==> config.mk <==
export PLATFORM = sky130hd
export DESIGN_NAME = rv32_boot_ctrl
export DESIGN_NICKNAME = d
export VERILOG_FILES = /design/src/rtl/rv32_boot_ctrl_pkg.sv /design/src/rtl/rv32_boot_ctrl_run_timer.sv /design/src/rtl/rv32_boot_ctrl.sv
export SDC_FILE = /design/constraint.sdc
export NUM_CORES = 1
export LEC_CHECK = 0
export CAP_MARGIN = 20
export CORE_MARGIN = 2
export CORE_UTILIZATION = 29
export CTS_BUF_LIST = sky130_fd_sc_hd__clkbuf_4
export DETAILED_ROUTE_END_ITERATION = 8
export HOLD_SLACK_MARGIN = 0.12
export RECOVER_POWER = 50
export SLEW_MARGIN = 20
export SYNTH_ARGS = -nofsm -noshare
export SYNTH_HDL_FRONTEND = slang
export SYNTH_SLANG_ARGS = --single-unit
==> constraint.sdc <==
create_clock -name clk -period 3.45 [get_ports clk]
set_input_delay 0.345 -clock clk [delete_from_list [all_inputs] [get_ports clk]]
set_output_delay 0.345 -clock clk [all_outputs]
set_load 0.005 [all_outputs]
==> src/rtl/rv32_boot_ctrl_pkg.sv <==
// Shared definitions for the rv32 boot/run sequencer: controller state
// encoding, completion status codes and the instruction constants the core
// decoder also relies on (NOP and EBREAK).
package rv32_boot_ctrl_pkg;

  typedef enum logic [2:0] {
    ST_IDLE  = 3'd0,
    ST_LOAD  = 3'd1,
    ST_START = 3'd2,
    ST_RUN   = 3'd3,
    ST_DONE  = 3'd4
  } state_e;

  typedef enum logic [1:0] {
    STAT_NONE    = 2'b00,
    STAT_HALT    = 2'b01,
    STAT_TIMEOUT = 2'b10,
    STAT_RANGE   = 2'b11
  } status_e;

  localparam logic [31:0] INSTR_EBREAK = 32'h00100073;
  localparam logic [31:0] INSTR_NOP    = 32'h00000013;

  // A byte fetch address is out of range when any bit above the RAM word
  // address (plus the two byte-offset bits) is set.
  function automatic logic lc_out_of_range(input logic [15:0] lc, input int addr_w);
    return (32'(lc) >> (addr_w + 2)) != 32'd0;
  endfunction

endpackage

==> src/rtl/rv32_boot_ctrl_run_timer.sv <==
// Run-cycle timer: counts cycles while enabled, cleared on demand, and flags
// the cycle on which the count reaches MAX_RUN-1 (the last allowed RUN cycle).
//  clk, rst_n  clock / async active-low reset
//  clr         synchronous clear of the count
//  en          count this cycle (saturates at all-ones)
//  expired     count == MAX_RUN-1; never asserted when MAX_RUN == 0
module rv32_boot_ctrl_run_timer
  import rv32_boot_ctrl_pkg::*;
#(
  parameter int MAX_RUN = 100
) (
  input  logic clk,
  input  logic rst_n,
  input  logic clr,
  input  logic en,
  output logic expired
);

  localparam int RW = (MAX_RUN > 1) ? $clog2(MAX_RUN) : 1;
  localparam logic [RW-1:0] LAST = (MAX_RUN > 0) ? RW'(MAX_RUN - 1) : '0;

  logic [RW-1:0] rcnt;

  always_ff @(posedge clk or negedge rst_n) begin
    if (!rst_n)                 rcnt <= '0;
    else if (clr)               rcnt <= '0;
    else if (en && rcnt != '1)  rcnt <= rcnt + 1'b1;
  end

  assign expired = (MAX_RUN != 0) && (rcnt == LAST);

endmodule

==> src/rtl/rv32_boot_ctrl.sv <==
// Boot/run sequencer for cpu_rv32. Shares the instruction RAM port between a
// host loader and the core fetch path, holds the core in reset while loading,
// releases it, pulses start, then watches fetch for halt/timeout/range errors.
//  load_req/load_len  start a load of load_len words at address 0 (0 = ignored)
//  run_req            rerun the loaded program;  abort: back to IDLE (level)
//  wr_valid/wr_ready/wr_data   host word stream
//  cpu_rst_n/cpu_start/cpu_lc/cpu_instr   core control and fetch
//  mem_addr/mem_we/mem_wdata/mem_rdata    RAM port (combinational read)
//  busy (LOAD/START/RUN), done (DONE), status (valid while done)
module rv32_boot_ctrl
  import rv32_boot_ctrl_pkg::*;
#(
  parameter int          ADDR_W     = 10,
  parameter int          START_DLY  = 4,
  parameter int          MAX_RUN    = 100,
  parameter logic [31:0] HALT_INSTR = INSTR_EBREAK,
  parameter logic [31:0] NOP_INSTR  = INSTR_NOP
) (
  input  logic              clk,
  input  logic              rst_n,
  input  logic              load_req,
  input  logic              run_req,
  input  logic              abort,
  input  logic [ADDR_W:0]   load_len,
  input  logic              wr_valid,
  output logic              wr_ready,
  input  logic [31:0]       wr_data,
  output logic              cpu_rst_n,
  output logic              cpu_start,
  input  logic [15:0]       cpu_lc,
  output logic [31:0]       cpu_instr,
  output logic [ADDR_W-1:0] mem_addr,
  output logic              mem_we,
  output logic [31:0]       mem_wdata,
  input  logic [31:0]       mem_rdata,
  output logic              busy,
  output logic              done,
  output logic [1:0]        status
);

  localparam logic [7:0] DLY_LAST = 8'(START_DLY - 1);

  state_e            state_q, state_d;
  logic [ADDR_W:0]   len_q, len_d, wcnt_q, wcnt_d, len_m1;
  logic              loaded_q, loaded_d;
  logic [7:0]        dcnt_q, dcnt_d;
  status_e           stat_hit;
  logic              timer_clr, timer_en, timer_exp;
  logic [ADDR_W-1:0] lc_word;

  assign len_m1  = len_q - 1'b1;
  assign lc_word = cpu_lc[ADDR_W+1:2];

  rv32_boot_ctrl_run_timer #(.MAX_RUN(MAX_RUN)) u_timer (
    .clk     (clk),
    .rst_n   (rst_n),
    .clr     (timer_clr),
    .en      (timer_en),
    .expired (timer_exp)
  );

  always_comb begin
    state_d   = state_q;
    len_d     = len_q;
    wcnt_d    = wcnt_q;
    loaded_d  = loaded_q;
    dcnt_d    = dcnt_q;
    stat_hit  = STAT_NONE;
    timer_clr = 1'b0;
    timer_en  = 1'b0;
    wr_ready  = 1'b0;
    mem_we    = 1'b0;
    mem_addr  = wcnt_q[ADDR_W-1:0];
    mem_wdata = wr_data;
    cpu_instr = NOP_INSTR;
    case (state_q)
      ST_IDLE, ST_DONE: begin
        if (load_req && load_len != '0) begin
          state_d  = ST_LOAD;
          len_d    = load_len;
          wcnt_d   = '0;
          loaded_d = 1'b0;
        end else if (run_req && loaded_q) begin
          state_d = ST_START;
          dcnt_d  = '0;
        end
      end
      ST_LOAD: begin
        wr_ready = 1'b1;
        mem_we   = wr_valid;
        if (wr_valid) begin
          wcnt_d = wcnt_q + 1'b1;
          if (wcnt_q == len_m1) begin
            state_d  = ST_START;
            loaded_d = 1'b1;
            dcnt_d   = '0;
          end
        end
      end
      ST_START: begin
        timer_clr = 1'b1;
        if (dcnt_q == DLY_LAST) state_d = ST_RUN;
        else                    dcnt_d  = dcnt_q + 8'd1;
      end
      ST_RUN: begin
        timer_en  = 1'b1;
        mem_addr  = lc_word;
        cpu_instr = mem_rdata;
        // Range error beats halt beats timeout; the core never sees the
        // EBREAK or a word fetched from a bogus address.
        if (lc_out_of_range(cpu_lc, ADDR_W)) begin
          cpu_instr = NOP_INSTR;
          stat_hit  = STAT_RANGE;
          state_d   = ST_DONE;
        end else if (mem_rdata == HALT_INSTR) begin
          cpu_instr = NOP_INSTR;
          stat_hit  = STAT_HALT;
          state_d   = ST_DONE;
        end else if (timer_exp) begin
          stat_hit  = STAT_TIMEOUT;
          state_d   = ST_DONE;
        end
      end
      default: state_d = ST_IDLE;
    endcase
    if (abort) state_d = ST_IDLE;
  end

  // Registered outputs are decoded from the next state so they line up with
  // the state they describe.
  always_ff @(posedge clk or negedge rst_n) begin
    if (!rst_n) begin
      state_q   <= ST_IDLE;
      len_q     <= '0;
      wcnt_q    <= '0;
      loaded_q  <= 1'b0;
      dcnt_q    <= '0;
      cpu_rst_n <= 1'b0;
      cpu_start <= 1'b0;
      busy      <= 1'b0;
      done      <= 1'b0;
      status    <= STAT_NONE;
    end else begin
      state_q   <= state_d;
      len_q     <= len_d;
      wcnt_q    <= wcnt_d;
      loaded_q  <= loaded_d;
      dcnt_q    <= dcnt_d;
      cpu_rst_n <= (state_d == ST_START) || (state_d == ST_RUN);
      cpu_start <= (state_d == ST_START) && (dcnt_d == DLY_LAST);
      busy      <= (state_d == ST_LOAD) || (state_d == ST_START) || (state_d == ST_RUN);
      done      <= (state_d == ST_DONE);
      if (state_d != ST_DONE)    status <= STAT_NONE;
      else if (state_q == ST_RUN) status <= stat_hit;
    end
  end

endmodule

# Word level (Yosys, flattened, before mapping)
# Index checks and enable logic that the tools add are counted.
[word_totals] register_bits=47 in_bits=97 output_inout_bits=82 wordCells=88
[classes] reduce_logical=17 n_addsub=4 mux=38 n_eq_ne=18
[op_table] op="2-to-1 mux 32 bit" n=3
[op_table] op="2-to-1 mux 8 bit" n=5
[op_table] op="equality test 32 x 21 -> 1 bit (second input constant)" n=1
[op_table] op="nonzero test 32 bit" n=1
[op_table] op="2-to-1 mux 3 bit" n=9
[op_table] op="case mux 8 bit (3 select lines)" n=1
[op_table] op="2-to-1 mux 11 bit" n=2
[op_table] op="case mux 11 bit (2 select lines)" n=1
[op_table] op="equality test 8 x 2 -> 1 bit (second input constant)" n=2
[op_table] op="2-to-1 mux 7 bit" n=2
[op_table] op="equality test 3 x 2 -> 1 bit (second input constant)" n=4
[op_table] op="case mux 3 bit (4 select lines)" n=1
[op_table] op="adder 11 x 1 -> 11 bit (second input constant)" n=1
[op_table] op="equality test 11 bit" n=1
[op_table] op="nonzero test 11 bit" n=1
[op_table] op="subtractor 11 x 1 -> 11 bit (second input constant)" n=1
[op_table] op="2-to-1 mux 10 bit" n=1
[op_table] op="2-to-1 mux 2 bit" n=5
[op_table] op="adder 8 x 1 -> 8 bit (second input constant)" n=1
[op_table] op="adder 7 x 1 -> 7 bit (second input constant)" n=1
[op_table] op="equality test 7 bit (second input constant)" n=1
[op_table] op="2-to-1 mux 1 bit" n=7
[op_table] op="!= test 7 bit (second input constant)" n=1
[op_table] op="equality test 3 x 1 -> 1 bit (second input constant)" n=2
[op_table] op="12 further kinds" n=22

# Depth between registers and ports, before layout
[depth] word_depth=9 mapped_depth=12 ltp_nobuf=10

# Modules after synthesis
# A second synthesis with hierarchy kept.
[unflattened] hier_cells=448 area_unflattened_um2=3555.9
[by_module_without_submodules] mod="rv32_boot_ctrl" cells_per_inst=404 area_per_inst_um2=3133.0 instances=1
[by_module_without_submodules] mod="rv32_boot_ctrl_run_timer" cells_per_inst=44 area_per_inst_um2=422.9 instances=1

# Worst setup path after synthesis
# Ideal clock, no wire load.
[synth_timing] path_type="reg2reg" startpoint="register len_q[0]" endpoint="register cpu_start" n_path_buf=1 t_required_ns=3.354 setup_slack_ns=0.966 path_stages_with_launch=12 t_arrival_ns=2.388 cell_sequence="dfrtp_1 -> inv_1 -> ha_1 -> clkbuf_1 -> nand2b_1 -> nor4_1 -> nor3_1 -> o21a_1 -> or4_1 -> o21ai_1 -> a2bb2oi_1 -> nor4_2"
[synth_via] elab_chain_len=8 elab_cells_between_ends=12 classes_between="add/sub: 1; eq/ne: 3; mux: 7; reduce/logical: 1"
[synth_rtl] item="start, declared" line_no="rv32_boot_ctrl.sv:44" rtl="logic [ADDR_W:0] len_q, len_d, wcnt_q, wcnt_d, len_m1;"
[synth_rtl] item="start signal, assigned" line_no="rv32_boot_ctrl.sv:145" rtl="len_q <= len_d;"
[synth_rtl] item="subtractor 11 x 1 -> 11 bit *" line_no="rv32_boot_ctrl.sv:51" rtl="assign len_m1 = len_q - 1'b1;"
[synth_rtl] item="equality test 11 bit *" line_no="rv32_boot_ctrl.sv:93" rtl="if (wcnt_q == len_m1) begin"
[synth_rtl] item="2-to-1 mux 3 bit" line_no="rv32_boot_ctrl.sv:93"
[synth_rtl] item="2-to-1 mux 3 bit" line_no="rv32_boot_ctrl.sv:91" rtl="if (wr_valid) begin"
[synth_rtl] item="case mux 3 bit (4 select lines)" line_no="rv32_boot_ctrl.sv:76" rtl="case (state_q)"
[synth_rtl] item="2-to-1 mux 3 bit" line_no="rv32_boot_ctrl.sv:126" rtl="if (abort) state_d = ST_IDLE;"
[synth_rtl] item="equality test 3 x 2 -> 1 bit" line_no="rv32_boot_ctrl.sv:150" rtl="cpu_start <= (state_d == ST_START) && (dcnt_d == DLY_LAST);"
[synth_rtl] item="logical AND 1 bit *" line_no="rv32_boot_ctrl.sv:150"
[synth_rtl] item="end signal, assigned" line_no="rv32_boot_ctrl.sv:150"
[synth_rtl] item="end, declared" line_no="rv32_boot_ctrl.sv:29" rtl="output logic cpu_start,"
# Mark *: on every way between the ends. The rest lies on a longest branch, timed or not.
# A chain may end at the register's enable or synchronous reset.

# Worst setup path after layout
[layout_timing] startpoint="register len_q[0]" endpoint="register dcnt_q[0]"
[layout_via] elab_chain_len=5
[layout_rtl] item="subtractor 11 x 1 -> 11 bit" line_no="rv32_boot_ctrl.sv:51"
[layout_rtl] item="equality test 11 bit" line_no="rv32_boot_ctrl.sv:93"
[layout_rtl] item="2-to-1 mux 8 bit" line_no="rv32_boot_ctrl.sv:93"
[layout_rtl] item="2-to-1 mux 8 bit" line_no="rv32_boot_ctrl.sv:91"
[layout_rtl] item="case mux 8 bit (3 select lines)" line_no="rv32_boot_ctrl.sv:76"
[layout_rtl] item="named net dcnt_d[0]" line_no="rv32_boot_ctrl.sv:46" rtl="logic [7:0] dcnt_q, dcnt_d;"
[layout_rtl] item="end signal, assigned" line_no="rv32_boot_ctrl.sv:148" rtl="dcnt_q <= dcnt_d;"
[layout_rtl] item="end, declared" line_no="rv32_boot_ctrl.sv:46"
# The timed path passes the listed nets, and every way through them passes these cells.

==> out/qor.csv <==
metric,value,unit
run status,"complete, but fails checks",
failing checks,"DRC, capacitance limit, slew limit",
total power,1.30,mW
Max-Cap Viols,1,
Async SR Flop Fraction,100,%
worst relative slew slack,-72.3,%
DR vias/cell,5.17,
Final ANT Viol Nets,0,
GRT Util Overall,15.2,%
period utilisation layout,86.0,%
routability cong.,0.812,
# nets final,590,
WHS Path Cells,1,
# resized after CTS,0,
dpl cell area,0.00450,sq mm
"Data arrival, critical path",3290,ps
Root Driver,clkbuf_4,
Final Cell Area,0.00457,sq mm
GR Overflow Total,0,
"Reg clk slew, reported paths",150,ps
share of post-route cells with drive strength above 1,9.39,%
die area,0.0128,sq mm
Layout area overhead,31.9,%
initial antenna violation count,1,
Die Height,113,um
Peak supply drop,0.134,mV
sequential share of the synthesized area,34.0,%
clk_skew,17.5,ps
PwrDens,286,mW/mm^2
CTS tree,done,
"Slew Viols, Final",48,
Starting Density,30.1,%
"Net Count, Synth",513,
HPWL Detailed,7.40,mm
I/O Buffers,112,
cell count after synthesis,412,
f_max,337,MHz
final setup vio count,0,
Worst R2R End,dcnt_q[0],
"flops & latches, synth",47,
hold wc startpoint,dcnt_q[7],
# rows,39,
Ports,179,
setup TNS,0,ps
Crit Path Class,flip-flop to flip-flop,
final non-filler cell total,634,
clock sinks,47,
Hold WC Path Type,flip-flop to flip-flop,
top cell type's share of synthesized area,34.0,%
WHS Endpoint,dcnt_q[7],
Pre-Repair DR Iteration Count,6,
Initial DRC Count,152,
most area-hungry cell type in the Yosys netlist,dfrtp_1,
Critical Path Start Type,flip-flop,
Post-CTS Setup Repair Bufs,0,
WHS,527,ps
Avg Inst Size Synth,8.40,sq um
ranking of synthesized cells by area,"dfrtp_1, buf_4, mux2_2, and2_1, o21ai_0",
Core Box Area,0.0115,sq mm
CTS Buf Count,5,
Slew @ Worst Pin,2580,ps
first-pass GRT wire length,15.8,mm
DR DRC count,6,
R2R cell count,11,
pin count of the biggest net entering global routing,48,
post-placement setup slack,513,ps
number of synthesized flops with an enable pin,0,
RSZ-0062 raised after global routing,false,
vias in the first global route,3237,
WP data required,3770,ps
post-route core utilization,39.6,%
Skew-Pair Late Insertion Delay,390,ps
crit end category,flip-flop,
DR vias,3277,
Clock Tree Buf Depth,2,
WL/cell,15.1,um
R2R setup slack,480,ps
Synth Flop Type,dfrtp_1,
Tmin final,2970,ps
"Cell Area, Synth",0.00346,sq mm
Lkg Pwr,1.84,nW
Final Hold Fails,0,
worst setup margin,482,ps
H-tree Lvls,2,
Die Wd,113,um
Netlist cell types,58,
Placed Cells,624,
Critical R2R Launch,len_q[0],
Worst Path Max Fanout,10,
final WL,9.56,mm
YS warnings,0,
cell usage after synthesis, drive strengths merged (4+ instances only):
cell type / n
a31oi: 5
mux2: 17
dfrtp: 47
a21oi: 18
nor4: 11
nor2: 33
nand2b: 6
nand4: 8
buf: 39
ha: 4
nor2b: 4
inv: 11
nand2: 33
nand3: 11
nor3: 11
and2: 30
a211oi: 4
o21ai: 34
xnor2: 5
and3: 4
xor2: 14
clkbuf: 13
and4: 4
nor4b: 4
cells in the final DEF, fill, tap and decap left out, drive strengths merged, types with 2 or more instances in the layout:
master and instances:
o21bai 2, clkdlybuf4s50 104, mux2 17, and2 30
o31a 2, a311oi 2, nor4b 4, nor3 11
or2 3, and3 4, a31oi 5, dlygate4sd3 8
nand2 33, nand2b 6, inv 11, clkbuf 6
nor4 11, or3 2, a211oi 4, o211ai 3
nor4bb 2, or4 3, buf 9, ha 4
nor2b 4, nand3 11, dfrtp 47, o21ai 34
nand4 8, a21oi 18, o21a 2, o31ai 3
nor3b 2, xnor2 5, clkinv 3, xor2 14
nor2 33, and4 4
registers in the layout (all words and copies together), names as in the netlist:
register	count
len_q	11
wcnt_q	11
dcnt_q	8
u_timer.rcnt	7
state_q	3
status	2
busy	1
cpu_rst_n	1
cpu_start	1
done	1
loaded_q	1
critical path: stages, from the launching register on:
cell	delay (ps)
dfrtp_1	490
inv_1	100
ha_1	360
nand2b_1	190
o311a_2	400
nor3_1	260
o21ai_0	180
and4_4	240
a21boi_2	330
buf_4	210
o21ai_0	80
o21ai_0	80
how the worst max path moves through the flow:
stage	slack, ps	startpoint	endpoint
CTS	450	state_q[0]	mem_we
detailed placement	510	len_q[0]	cpu_start
global placement	540	len_q[0]	cpu_start
global route	140	rst_n	wcnt_q[6]
finish	480	len_q[0]	dcnt_q[0]
floorplan	970	len_q[0]	cpu_start
where the power goes:
part	internal (mW)	leakage, nW	total [mW]	switching, mW
clock network	0.0762	0.0347	0.265	0.189
registers	0.600	0.613	0.688	0.0873
logic	0.186	1.20	0.351	0.165
total	0.862	1.84	1.30	0.441
kinds of logic (layout without fill, tap and decap cells):
| family | Yosys count | count (layout) | synth area share [%] |
|---|---|---|---|
| fa+ha+maj | 4 | 4 | 1.45 |
| compound gates | 87 | 87 | 15.7 |
| xor+xnor | 19 | 19 | 4.81 |
| mux | 18 | 18 | 5.82 |
| buf+inv | 63 | 141 | 10.6 |
| simple gates | 174 | 174 | 27.6 |
| flops | 47 | 47 | 34.0 |
| other cells | 0 | 1 | 0 |
cell type report:
cell class / instances / area [sq um]
Fill cell: 1172 / 6950
Timing Repair Buffer: 122 / 1190
Clock buffer: 5 / 37.5
Tap cell: 143 / 179
Inverter: 11 / 41.3
Antenna cell: 1 / 2.50
Clock inverter: 3 / 15.0
Sequential cell: 47 / 1180
Multi-Input combinational cell: 302 / 1920
repair_timing:
item,in CTS,in global routing
hold buffers,0,1
endpoints found under the setup margin,0,0
hold endpoints to repair,0,47
per-layer routing:
layer | wire (um) | global-route usage, %
met5 | 0 | 0
met4 | 104 | 4.15
met2 | 4680 | 25.5
met1 | 4000 | 18.9
met3 | 777 | 4.55
(Power assumes the default switching activity.)
